<file path="src/rtl/lmfe_med49_ctrl.sv">
// Raster-scan sequencer for a 7x7 running-median engine: primes the window at the
// start of each row, then slides it one column at a time and hands out one median per pixel.
`timescale 1ns/1ps
module lmfe_med49_ctrl #(
  parameter int IMG_W   = 128,
  parameter int IMG_H   = 128,
  parameter int AW      = 14,
  parameter int PAD_VAL = 0
) (
  input  logic                      clk,
  input  logic                      RST_N,
  input  logic                      START,
  output logic                      BUSY,
  output logic                      DONE,
  output logic                      RD_A_EN,
  output logic [AW-1:0]             RD_A_ADDR,
  input  logic [7:0]                RD_A_DATA,
  output logic                      RD_B_EN,
  output logic [AW-1:0]             RD_B_ADDR,
  input  logic [7:0]                RD_B_DATA,
  output logic                      ENG_CLR,
  output logic                      ENG_SEN,
  output logic [7:0]                ENG_INS,
  output logic [7:0]                ENG_DEL,
  input  logic [7:0]                ENG_MED,
  output logic                      OUT_VALID,
  input  logic                      OUT_READY,
  output logic [7:0]                OUT_PIX,
  output logic [$clog2(IMG_W)-1:0]  OUT_X,
  output logic [$clog2(IMG_H)-1:0]  OUT_Y
);

  localparam int XW = $clog2(IMG_W);
  localparam int YW = $clog2(IMG_H);
  // Two guard bits so x+3 cannot wrap back into the image even for tiny widths.
  localparam int CW = ((XW > YW) ? XW : YW) + 2;

  localparam logic signed [CW-1:0] Z_S = '0;
  localparam logic signed [CW-1:0] W_S = CW'(IMG_W);
  localparam logic signed [CW-1:0] H_S = CW'(IMG_H);
  localparam logic signed [CW-1:0] C3  = CW'(3);
  localparam logic signed [CW-1:0] C4  = CW'(4);
  localparam logic [XW-1:0]        X_LAST = XW'(IMG_W - 1);
  localparam logic [YW-1:0]        Y_LAST = YW'(IMG_H - 1);
  localparam logic [AW-1:0]        W_A    = AW'(IMG_W);
  localparam logic [7:0]           PAD8   = 8'(PAD_VAL);

  typedef enum logic [2:0] {
    S_IDLE, S_CLR, S_PRIME, S_SLIDE, S_WAIT, S_OUT
  } state_t;

  state_t         state_q, state_d;
  logic [XW-1:0]  x_q, x_d;
  logic [YW-1:0]  y_q, y_d;
  logic [2:0]     kc_q, kc_d;
  logic [2:0]     kr_q, kr_d;
  logic           pair_v_q, pair_v_d;
  logic           pad_a_q, pad_a_d;
  logic           pad_b_q, pad_b_d;
  logic           prime_q, prime_d;
  logic           eng_clr_q, eng_clr_d;
  logic           done_q, done_d;

  logic signed [CW-1:0] xs, ys, kcs, krs, ax, ay, bx;
  logic                 a_in, b_in;
  logic [AW-1:0]        a_addr, b_addr;
  logic                 rd_a_en, rd_b_en;

  // Window coordinates for the current read cycle; kc/kr are the prime column/row offsets.
  always_comb begin
    xs  = signed'(CW'(x_q));
    ys  = signed'(CW'(y_q));
    kcs = signed'(CW'(kc_q));
    krs = signed'(CW'(kr_q));
    ay  = ys + krs - C3;
    ax  = (state_q == S_PRIME) ? (xs + kcs - C3) : (xs + C3);
    bx  = xs - C4;
    a_in = (ax >= Z_S) && (ax < W_S) && (ay >= Z_S) && (ay < H_S);
    b_in = (bx >= Z_S) && (bx < W_S) && (ay >= Z_S) && (ay < H_S);
    a_addr = a_in ? (AW'(ay[YW-1:0]) * W_A + AW'(ax[XW-1:0])) : '0;
    b_addr = b_in ? (AW'(ay[YW-1:0]) * W_A + AW'(bx[XW-1:0])) : '0;
  end

  always_comb begin
    state_d  = state_q;
    x_d      = x_q;
    y_d      = y_q;
    kc_d     = kc_q;
    kr_d     = kr_q;
    pair_v_d = 1'b0;
    pad_a_d  = 1'b0;
    pad_b_d  = 1'b0;
    prime_d  = 1'b0;
    done_d   = 1'b0;
    rd_a_en  = 1'b0;
    rd_b_en  = 1'b0;
    case (state_q)
      S_IDLE: begin
        if (START && !done_q) begin
          state_d = S_CLR;
          x_d     = '0;
          y_d     = '0;
        end
      end
      S_CLR: begin
        state_d = S_PRIME;
        kc_d    = '0;
        kr_d    = '0;
      end
      S_PRIME: begin
        rd_a_en  = a_in;
        pair_v_d = 1'b1;
        pad_a_d  = !a_in;
        prime_d  = 1'b1;
        if (kr_q == 3'd6) begin
          kr_d = '0;
          kc_d = kc_q + 3'd1;
          if (kc_q == 3'd6) state_d = S_WAIT;
        end else begin
          kr_d = kr_q + 3'd1;
        end
      end
      S_SLIDE: begin
        rd_a_en  = a_in;
        rd_b_en  = b_in;
        pair_v_d = 1'b1;
        pad_a_d  = !a_in;
        pad_b_d  = !b_in;
        if (kr_q == 3'd6) begin
          kr_d    = '0;
          state_d = S_WAIT;
        end else begin
          kr_d = kr_q + 3'd1;
        end
      end
      S_WAIT: state_d = S_OUT;
      S_OUT: begin
        if (OUT_READY) begin
          if (x_q != X_LAST) begin
            x_d     = x_q + XW'(1);
            kr_d    = '0;
            state_d = S_SLIDE;
          end else if (y_q != Y_LAST) begin
            x_d     = '0;
            y_d     = y_q + YW'(1);
            state_d = S_CLR;
          end else begin
            x_d     = '0;
            y_d     = '0;
            done_d  = 1'b1;
            state_d = S_IDLE;
          end
        end
      end
      default: state_d = S_IDLE;
    endcase
    eng_clr_d = (state_d == S_CLR);
  end

  // Engine clear resets high so an aborted frame leaves the engine flushed.
  always_ff @(posedge clk or negedge RST_N) begin
    if (!RST_N) begin
      state_q   <= S_IDLE;
      x_q       <= '0;
      y_q       <= '0;
      kc_q      <= '0;
      kr_q      <= '0;
      pair_v_q  <= 1'b0;
      pad_a_q   <= 1'b0;
      pad_b_q   <= 1'b0;
      prime_q   <= 1'b0;
      eng_clr_q <= 1'b1;
      done_q    <= 1'b0;
    end else begin
      state_q   <= state_d;
      x_q       <= x_d;
      y_q       <= y_d;
      kc_q      <= kc_d;
      kr_q      <= kr_d;
      pair_v_q  <= pair_v_d;
      pad_a_q   <= pad_a_d;
      pad_b_q   <= pad_b_d;
      prime_q   <= prime_d;
      eng_clr_q <= eng_clr_d;
      done_q    <= done_d;
    end
  end

  assign BUSY      = (state_q != S_IDLE);
  assign DONE      = done_q;
  assign RD_A_EN   = rd_a_en;
  assign RD_B_EN   = rd_b_en;
  assign RD_A_ADDR = rd_a_en ? a_addr : '0;
  assign RD_B_ADDR = rd_b_en ? b_addr : '0;
  assign ENG_CLR   = eng_clr_q;
  assign ENG_SEN   = !pair_v_q;
  assign ENG_INS   = !pair_v_q ? 8'd0 : (pad_a_q ? PAD8 : RD_A_DATA);
  assign ENG_DEL   = !pair_v_q ? 8'd0 :
                     (prime_q ? 8'hFF : (pad_b_q ? PAD8 : RD_B_DATA));
  assign OUT_VALID = (state_q == S_OUT);
  assign OUT_PIX   = OUT_VALID ? ENG_MED : 8'd0;
  assign OUT_X     = OUT_VALID ? x_q : '0;
  assign OUT_Y     = OUT_VALID ? y_q : '0;

endmodule

</file>
<file path="config.mk">
export PLATFORM = sky130hd
export DESIGN_NAME = lmfe_med49_ctrl
export DESIGN_NICKNAME = d
export VERILOG_FILES = /design/src/rtl/lmfe_med49_ctrl.sv
export SDC_FILE = /design/constraint.sdc
export NUM_CORES = 1
export LEC_CHECK = 0
export ABC_AREA = 1
export CAP_MARGIN = 30
export CORE_MARGIN = 5
export CORE_UTILIZATION = 50
export CTS_CLUSTER_DIAMETER = 150
export CTS_CLUSTER_SIZE = 30
export DETAILED_ROUTE_END_ITERATION = 7
export GPL_ROUTABILITY_DRIVEN = 0
export PLACE_DENSITY = 0.87
export SYNTH_ARGS = -nofsm -noshare
export SYNTH_HDL_FRONTEND = slang
export SYNTH_SLANG_ARGS = --single-unit
export TNS_END_PERCENT = 20
</file>
<file path="constraint.sdc">
create_clock -name clk -period 5.6 [get_ports clk]
set_input_delay 0.56 -clock clk [delete_from_list [all_inputs] [get_ports clk]]
set_output_delay 0.56 -clock clk [all_outputs]
set_load 0.005 [all_outputs]
</file>
==> impl_metrics.env <==
export IMPL_dieArea_mm2=0.00758
export IMPL_firstDrtPassIters=5
export IMPL_area_growth_syn_to_layout_pct=38.0
export IMPL_cts_root_buf="clkbuf_8"
export IMPL_final_hold_violation_count=0
export IMPL_power_density_mw_per_mm2=316
export IMPL_max_freq_ghz=0.248
export IMPL_boundaryPins=101
export IMPL_antenna_found_initial=0
export IMPL_synthesis_nets=488
export IMPL_crit_required_ns=5.04
export IMPL_hold_path_class="flip-flop to flip-flop"
export IMPL_synth_seq_cells=29
export IMPL_synth_area_per_cell_um2=7.03
export IMPL_place_port_buffers=100
export IMPL_ir_worst_vdd_uv=230
export IMPL_syn_area_mm2=0.00297
export IMPL_start_util=0.508
export IMPL_yosys_warnings=0
export IMPL_start_kind="flip-flop"
export IMPL_fin_worst_skew_ns=0.00718
export IMPL_drt_wl_total_um=8500
export IMPL_grt_max_degree=30
export IMPL_p_leak_uw=0.00199
export IMPL_clk_pin_slew_ns=0.06
export IMPL_hold_buffers=0
export IMPL_drive_gt1_frac=0.0668
export IMPL_rsz0062_at_grt="no"
export IMPL_most_common_layout_cells="clkdlybuf4s50_1, nor2_1, inv_1"
export IMPL_die_height_um=87.1
export IMPL_grt_pass1_wl_um=14100
export IMPL_core_mm2=0.00585
export IMPL_nets=588
export IMPL_vias=3146
export IMPL_cts_max_path_buffers=2
export IMPL_slew_headroom=0.603
export IMPL_post_route_util=0.701
export IMPL_grt_pass1_vias=3069
export IMPL_setup_tns_ns=0
export IMPL_postCtsResizedCells=0
export IMPL_synthCells=423
export IMPL_layout_commonest_cell="clkdlybuf4s50_1"
export IMPL_arrival_ns=3.47
export IMPL_postCtsSetupRepairBufs=0
export IMPL_dpl_hpwl_um=6730
export IMPL_maxCapViolations=0
export IMPL_yosysSeqAreaShare=0.245
export IMPL_status="finished clean"
export IMPL_clk_latency_ns=0.28
export IMPL_crit_type="flip-flop to output pin"
export IMPL_wire_per_inst_um=14.2
export IMPL_drt_iter0_markers=197
export IMPL_maxSlewViolCount=0
export IMPL_setup_violations=0
export IMPL_grt_use_total=0.230
export IMPL_drc=0
export IMPL_cp_max_fo=15
export IMPL_diodes=0
export IMPL_yosysUniqueCellTypes=39
export IMPL_ant_nets=0
export IMPL_routed_via_density=5.25
export IMPL_fp_dieW_um=87.1
export IMPL_rows=28
export IMPL_critPathCaptureType="output pin"
export IMPL_fin_crit_sh=0.719
export IMPL_cts_max_level=2
export IMPL_clock_sinks=29
export IMPL_cts_tree="yes"
export IMPL_period_needed_ns=4.03
export IMPL_cts_buffers=5
export IMPL_grt_overflow=0
export IMPL_worstMarginPinSlew_ns=0.595
==> through the flow <==
stage / instances / total power [uW] / cell area [um2] / setup slack [ns] / hold WS [ns]
2_1_floorplan: 423 / 841 / 2970 / 2.89 / 0.264
4_1_cts: 599 / 1300 / 4100 / 1.56 / 0.536
5_1_grt: 599 / 1410 / 4100 / 1.29 / 0.578
3_3_place_gp: 591 / 1090 / 4010 / 2.02 / 0.502
6_report: 599 / 1290 / 4100 / 1.57 / 0.531
3_5_place_dp: 591 / 1110 / 4010 / 1.90 / 0.524
==> cells in the mapped netlist, drive strengths merged <==
library cell  instances  area share
nor3                  8       0.013
o21ai                18       0.030
buf                   5       0.017
inv                  76       0.097
nand4                10       0.028
nor2                 88        0.15
xor2                 13       0.038
o21bai                1      0.0025
nand3                24       0.044
nor3b                 1      0.0025
a22oi                 2      0.0051
dfrtp                28        0.24
a21oi                33       0.056
a31oi                 4      0.0084
ha                   35        0.15
or2                   3      0.0063
xnor2                 3      0.0088
dfstp                 1      0.0088
o31ai                 1      0.0025
fa                    2       0.013
nand2                60       0.077
o22ai                 1      0.0021
clkinv                1      0.0013
a21boi                1      0.0025
nor4                  1      0.0021
clkbuf                3      0.0038
==> critical path, stage by stage, from the launching register on <==
cell	delay (ns)
dfrtp_1	0.39
inv_1	0.20
ha_1	0.20
inv_1	0.04
ha_1	0.21
fa_1	0.39
nand2_1	0.11
nand2_1	0.10
nand3_1	0.11
nand2_1	0.08
nand2_1	0.07
nand3_2	0.06
nand2_2	0.10
nand4_4	0.37
nor2_1	0.22
clkdlybuf4s50_1	0.53
==> layer usage <==
layer	GRT usage	wire [um]	part of all wire	vias to the layer above
met4	0.0404	85	0.010	0
met2	0.402	4080	0.48	154
met5	0	0	0	-
met1	0.290	3500	0.41	1441
li1	-	-	-	1540
met3	0.0568	825	0.097	11
==> final timing paths <==
kind                            cells past startpoint            end  slack, ns  startpoint
worst max-delay path                               15  RD_A_ADDR[13]       1.57      x_q[0]
worst min-delay path                                2        kr_q[0]       0.53     kr_q[0]
worst max register to register                      7         y_q[3]       3.20  state_q[0]
worst min register to register                      2        kr_q[0]       0.53     kr_q[0]
max in group asynchronous                           2        ENG_CLR       4.63       RST_N
min in group asynchronous                           2     state_q[0]       0.66       RST_N
==> cell families after synthesis <==
kind of cell,synth area share
buffers and inverters,0.119
adders and majority gates,0.161
xor gates and xnor gates,0.0472
DFF,0.245
and+or+nand+nor,0.319
AOI/OAI and AO/OA,0.109
==> report_power, final <==
part,internal (uW),switching [uW]
Clock,100,76.6
Combinational,346,476
Sequential,254,42.0
Total,700,595
==> flip-flops by register name, summed over array words and instances (netlist names) <==
name	count
x_q	7
y_q	7
kc_q	3
kr_q	3
state_q	3
DONE	1
ENG_CLR	1
pad_a_q	1
pad_b_q	1
pair_v_q	1
prime_q	1
==> cell type report <==
type                    instances  area (um2)
fillers                       471        1750
clock buffers                   8        90.1
multi-input cells             309        1890
repair buffers                101        1010
flip-flops and latches         29         727
inverters                      77         292
well taps                      75        93.8
Power figures use the tool's default switching activity.
